--- src/rtl/piso_sched.sv ---
// piso_sched: a round-robin scheduler that lets two valid/ready requesters
// share one parallel-in/serial-out shifter.
// The winner's word is loaded and shifted out MSB-first. Each frame carries a
// frame_start strobe on its first bit and a frame_done strobe on its last bit.
// After each frame the block holds off for GAP idle cycles before it
// arbitrates again.
//
// Handshake: reqN_ready is combinational and can only be high in IDLE. A word
// transfers on the rising edge where reqN_valid && reqN_ready. The requester
// must hold valid and data stable until that edge. Dropping valid earlier is
// legal and means no transfer.
module piso_sched #(
   parameter int WIDTH = 4,
   parameter int GAP   = 1
) (
   input  logic             clk,
   input  logic             rst,
   input  logic             req0_valid,
   input  logic [WIDTH-1:0] req0_data,
   output logic             req0_ready,
   input  logic             req1_valid,
   input  logic [WIDTH-1:0] req1_data,
   output logic             req1_ready,
   output logic             ser_out,
   output logic             ser_valid,
   output logic             frame_start,
   output logic             frame_done,
   output logic             grant_id,
   output logic             busy,
   output logic [7:0]       frame_count,
   output logic [1:0]       state_dbg
);

   localparam int CW = $clog2(WIDTH);
   localparam int GW = (GAP > 1) ? $clog2(GAP) : 1;

   typedef enum logic [1:0] {
      S_IDLE  = 2'd0,
      S_SHIFT = 2'd1,
      S_GAP   = 2'd2
   } state_t;

   state_t           state;
   logic [WIDTH-1:0] shreg;     // bits still to be presented, MSB next
   logic [CW-1:0]    bitcnt;    // bits remaining after the one on ser_out
   logic [GW-1:0]    gapcnt;
   logic             rr;        // requester preferred when both are valid
   logic             is_idle;
   logic             win1;
   logic [WIDTH-1:0] win_data;

   // Arbitration: a lone valid requester wins; a tie goes to the rr pointer.
   always_comb begin
      is_idle    = (state == S_IDLE);
      win1       = req1_valid && (!req0_valid || rr);
      req1_ready = is_idle && win1;
      req0_ready = is_idle && req0_valid && !win1;
      win_data   = win1 ? req1_data : req0_data;
      busy       = !is_idle;
      state_dbg  = state;
   end

   // Frame sequencer: load on handshake, shift WIDTH bits, then hold off GAP cycles.
   always_ff @(posedge clk or negedge rst) begin
      if (!rst) begin
         state       <= S_IDLE;
         shreg       <= '0;
         bitcnt      <= '0;
         gapcnt      <= '0;
         rr          <= 1'b0;
         ser_out     <= 1'b0;
         ser_valid   <= 1'b0;
         frame_start <= 1'b0;
         frame_done  <= 1'b0;
         grant_id    <= 1'b0;
         frame_count <= 8'd0;
      end else begin
         case (state)
            S_IDLE: begin
               if (req0_ready || req1_ready) begin
                  // The first bit goes straight to ser_out and the rest stay queued in shreg.
                  ser_out     <= win_data[WIDTH-1];
                  shreg       <= {win_data[WIDTH-2:0], 1'b0};
                  ser_valid   <= 1'b1;
                  frame_start <= 1'b1;
                  frame_done  <= 1'b0;
                  bitcnt      <= CW'(WIDTH - 1);
                  grant_id    <= win1;
                  rr          <= !win1;
                  state       <= S_SHIFT;
               end
            end
            S_SHIFT: begin
               frame_start <= 1'b0;
               if (bitcnt != '0) begin
                  ser_out    <= shreg[WIDTH-1];
                  shreg      <= {shreg[WIDTH-2:0], 1'b0};
                  bitcnt     <= bitcnt - CW'(1);
                  frame_done <= (bitcnt == CW'(1));
               end else begin
                  ser_out     <= 1'b0;
                  ser_valid   <= 1'b0;
                  frame_done  <= 1'b0;
                  frame_count <= frame_count + 8'd1;
                  if (GAP > 0) begin
                     gapcnt <= GW'(GAP - 1);
                     state  <= S_GAP;
                  end else begin
                     state  <= S_IDLE;
                  end
               end
            end
            S_GAP: begin
               if (gapcnt == '0) state <= S_IDLE;
               else              gapcnt <= gapcnt - GW'(1);
            end
            default: state <= S_IDLE;
         endcase
      end
   end

endmodule

--- config.mk ---
export PLATFORM = sky130hd
export DESIGN_NAME = piso_sched
export DESIGN_NICKNAME = d
export VERILOG_FILES = /design/src/rtl/piso_sched.sv
export SDC_FILE = /design/constraint.sdc
export NUM_CORES = 1
export LEC_CHECK = 0
export ABC_CLOCK_PERIOD_IN_PS = 1900
export BUFFER_PORTS_ARGS = -buffer_cell sky130_fd_sc_hd__buf_2
export CAP_MARGIN = 20
export CORE_ASPECT_RATIO = 1.1
export CORE_MARGIN = 2
export CORE_UTILIZATION = 49
export CTS_CLUSTER_SIZE = 20
export DETAILED_ROUTE_END_ITERATION = 7
export PLACE_DENSITY = 0.77
export SKIP_CTS_REPAIR_TIMING = 1
export SLEW_MARGIN = 15
export SYNTH_ARGS = -nofsm -noshare
export SYNTH_HDL_FRONTEND = slang
export SYNTH_SLANG_ARGS = --single-unit
--- constraint.sdc ---
create_clock -name clk -period 1.9 [get_ports clk]
set_clock_uncertainty 0.2 [all_clocks]
set_input_delay 0.38 -clock clk [delete_from_list [all_inputs] [get_ports clk]]
set_output_delay 0.38 -clock clk [all_outputs]
set_load 0.05 [all_outputs]
# Yosys cells after proc, flatten, opt, wreduce, memory -nomap -nowiden
# Index checks and enable logic that the tools add are counted.
# totals
regBits,23
inputBits,12
out_inout_bits,18
elab_cells,65
# op_classes
n_addsub,3
eq_ne,7
muxes,23
bitwise,1
n_reduce_logical,20
# op_table
cell,n
$mux 4,3
$mux 2,5
$pmux 1 s2,5
$reduce_and 3->1,3
$add 8x1->8 const B,1
$pmux 4 s2,1
$reduce_and 2->1,4
$mux 1,7
$ne 2x2->1 const B,3
$pmux 2 s3,1
$reduce_bool 2->1,3
$eq 2x1->1 const B,2
$logic_and 1x1->1,4
$pmux 2 s2,1
$logic_not 1->1,3
$eq 2x2->1 const B,1
$logic_not 2->1,1
$logic_or 1x1->1,2
$ne 2x1->1 const B,1
$sub 2x1->2 const B,1
$not 1->1,1
$sub 1x1->1 const B,1

# Logic depth before layout (Yosys ltp)
# depth
depth_word,8
depth_mapped,6
depth_no_buf,6

# Worst setup path after synthesis
# Ideal clock, no wire load.
# synth_path
path_kind,register to output
from,reg state[0] (netlist: state_dbg[0])
to,out req1_ready
arrival_ns,1.795
t_required_ns,1.320
setup_slack_ns,-0.475
path_stages_with_launch,4
n_path_buf,0
path_cell_list,dfrtp_1 nor2_1 inv_2 nor2_1
# synth_between
elab_chain_len,2
# synth_lines
element,line_no,rtl
"start, declared",43,state_t state;
"start signal, assigned",66,state <= S_IDLE;
"start signal, assigned",90,state <= S_SHIFT;
"start signal, assigned",107,state <= S_GAP;
$logic_not 2->1,54,is_idle = (state == S_IDLE);
$logic_and 1x1->1,56,req1_ready = is_idle && win1;
"end, declared",23,"output logic req1_ready,"
# Every way passes these cells.

# Final worst setup path
# layout_path
from,reg state[1] (netlist: state_dbg[1])
to,out req0_ready
# layout_between
elab_chain_len,3
# layout_lines
element,line_no,rtl
$logic_not 2->1,54,
$logic_and 1x1->1 (2 in a row),57,req0_ready = is_idle && req0_valid && !win1;
"end, declared",20,"output logic req0_ready,"
# Every way passes these cells.

==> summary.txt <==
Run status
  • Outcome: complete, no violations

Die
  • Area of the die: 2360 µm²
  • Core area: 1820 µm²
  • Die extent in x: 46.5 µm
  • Die H: 50.7 µm
  • I/O pins: 30
  • Initial Util: 53.4%
  • Row cnt: 16

Placement
  • Placed Cells: 154
  • Gpl congestion: 0.801
  • IO buf count: 29
  • Detail Placement HPWL: 1490 µm

Hold path
  • Hold path endpoint: ser_out
  • Min-Delay Path Class: input port to flip-flop
  • HP Start: req0_data[3]
  • Hold Path Depth: 3

Drt
  • DR vias: 817
  • Vias/cell: 5.14
  • Routed WL: 1920 µm
  • Number of remaining DRC errors: 0
  • Drt pass-1 iters: 4
  • Starting DRT DRC Count: 10
  • Wire per inst: 12.1 µm
  • Antenna viol nets, final: 0

STA
  • Fin Setup TNS: 0 ps
  • Worst-margin pin slew: 458 ps
  • Slew headroom: 69.5%
  • Hold Violations, Final: 0
  • Period Utilization, post-route: 96.2%
  • Max Freq: 547 MHz
  • Setup Viol. Count Final: 0
  • Max-slew violation count: 0
  • Tmin final: 1830 ps
  • RSZ-0062 raised after global routing: false

Clock network
  • Clk sinks: 21
  • Worst-path clk slew: 120 ps
  • Worst skew pair latency: 290 ps
  • Longest Clk Path Bufs: 2
  • TritonCTS Buffers: 3
  • H-tree depth: 1
  • TritonCTS clock tree: done
  • Root buf cell: clkbuf_4

Cells and area
  • Number of diodes: 0
  • Final Non-Filler Cells: 159
  • Share of cells above drive strength 1: 31.8%
  • Fin nets: 148
  • Area Growth Syn to Fin: 27.8%

Global route
  • Total Routing Usage GR: 18.4%
  • Pin count of the biggest net entering global routing: 22
  • Vias in the first global route: 765
  • Initial antenna violation count: 0
  • Total global routing overflow: 0
  • Global-route wire length before repair: 3200 µm

Critical path
  • Worst Setup Start Kind: flip-flop
  • Crit path launch: state_dbg[1]
  • Reg2reg path depth: 4
  • Worst reg2reg setup slack: 160 ps
  • Worst r2r dst: shreg[3]
  • Crit Path Class: flip-flop to primary output
  • Critical path data arrival time: 1250 ps
  • RR Startpoint: bitcnt[0]
  • Required time of the critical path: 1320 ps
  • CP endpoint kind: primary output
  • Crit Path Max Fanout: 5

Pwr
  • Combinational share of power: 56.7%
  • Max rail drop VDD: 0.00112 V
  • Sw Ratio: 51.2%
  • Pwr Density: 1800 nW/µm²
  • Clk pwr share: 9.4%
  • Leakage: 0.629 nW
  • Flop pwr share: 33.9%
  • Sw Pwr: 1.15 mW
  • P_int: 1.09 mW

Yosys
  • Gate Count Post-Synth: 97
  • Syn avg cell area: 10.0 µm²
  • Library cells used by synthesis: 29
  • Synth async-reset ratio: 100%
  • Seq cells post-synth: 21
  • Number of synthesized flops with an enable pin: 0
  • Sequential fraction of the synthesis area: 54.0%
  • Syn_nets: 112
  • Ys Warns: 0
  • Mapped cell area: 973 µm²
  • Synth Flop Type: dfrtp_1

Run
  • Max Cap Violations: 0
-- worst max path at each step --
stage | slack, ps | depth (start not counted) | end
after CTS | -160 | 3 | req0_ready
after global placement | 190 | 5 | req1_ready
after detailed placement | 160 | 4 | shreg[3]
after global routing | 10 | 4 | req1_ready
final | 70 | 3 | req0_ready
after floorplan | -110 | 3 | req1_ready
-- through the flow --
step	area, µm²	setup WS [ps]	hold WS (ps)	util [%]	power [mW]
global placement	1170	189	152	64.5	1.97
finish	1240	72.2	154	68.3	2.24
floorplan	982	-106	-116	-	1.69
detailed placement	1170	158	158	64.5	2.01
global route	1240	12.5	154	68.3	2.40
CTS	1200	-158	-172	66.0	2.21
-- layout make-up --
class / count / area, µm²
Clock buffer: 3 / 22.5
Clock inverter: 1 / 5.00
Inverter: 9 / 33.8
Fill cell: 154 / 578
Tap cell: 27 / 33.8
Sequential cell: 21 / 526
Timing Repair Buffer: 33 / 186
Multi-Input combinational cell: 65 / 437
-- registers in the layout, summed over array words and instances (netlist names) --
| name | cells |
|---|---|
| frame_count | 8 |
| frame_done | 1 |
| bitcnt | 2 |
| state_dbg | 2 |
| grant_id | 1 |
| ser_valid | 1 |
| frame_start | 1 |
| rr | 1 |
| shreg | 3 |
| ser_out | 1 |
-- Yosys cell counts (2+ instances only) --
cell type | instances | area (µm²)
dfrtp_1 | 21 | 526
nor2_1 | 12 | 45.0
inv_1 | 8 | 30.0
nand2_1 | 6 | 22.5
xnor2_1 | 6 | 52.6
a21oi_1 | 4 | 20.0
nand3_1 | 4 | 20.0
and3_1 | 3 | 18.8
ha_1 | 3 | 37.5
nand4_1 | 3 | 18.8
o31ai_1 | 3 | 22.5
a211oi_1 | 2 | 15.0
a31oi_1 | 2 | 12.5
a32oi_1 | 2 | 17.5
nand2b_1 | 2 | 12.5
o21ai_0 | 2 | 10.0
or2_1 | 2 | 12.5
-- cell families after synthesis --
family,count (synthesis),synth area share [%]
AO/OA/AOI/OAI,19,13.1
AND/OR/NAND/NOR,35,17.2
buffers and inverters,11,4.37
flip-flops,21,54.0
XOR/XNOR,7,6.30
multiplexers,1,1.16
adder cells (fa/ha/maj),3,3.86
-- placed cells by master (no fill, tap or decap) --
cell,synthesis,layout
nand2_4,0,1
buf_6,0,1
and3_1,3,2
nor2_1,12,10
nor4_1,1,1
nand3_1,4,4
a21oi_1,4,4
o21ai_1,1,1
nor2_4,0,2
a211oi_1,2,2
xor2_1,1,1
a22oi_1,1,1
buf_2,1,27
dfrtp_1,21,21
inv_2,1,1
clkbuf_4,0,3
a31oi_1,2,2
nand2b_4,0,1
mux2_1,1,1
ha_1,3,3
xnor2_1,6,6
clkinv_2,0,1
a22o_1,1,1
dlygate4sd3_1,0,1
a32oi_1,2,2
nor2b_1,1,1
nand2b_1,2,1
nor3_1,1,1
o31ai_1,3,3
and3_2,0,1
or2_1,2,2
inv_1,8,8
buf_4,0,4
a211o_1,1,1
o21ai_0,2,2
nand2_1,6,5
nand4_1,3,3
-- routing by layer --
layer / vias to the layer above / track usage, % / wire (µm)
li1: 407 / - / -
met1: 391 / 24.4 / 873
met2: 19 / 31.3 / 977
met3: 0 / 3.24 / 72
met4: 0 / 2.86 / 0
met5: - / 0 / 0
-- worst max-delay path: stages (launching register included) --
cell     delay (ps)
dfrtp_1         420
nor2_4          160
and3_2          210
buf_6           150
-- power by group through the flow --
| stage | combinational (mW) | sequential [mW] | clock [mW] |
|---|---|---|---|
| finish | 1.27 | 0.757 | 0.211 |
| global placement | 1.22 | 0.746 | 0 |
| floorplan | 0.536 | 1.15 | 0 |
| global route | 1.38 | 0.782 | 0.233 |
| CTS | 1.25 | 0.748 | 0.216 |
| detailed placement | 1.25 | 0.757 | 0 |
No activity file was read; power rests on OpenSTA's default activity.
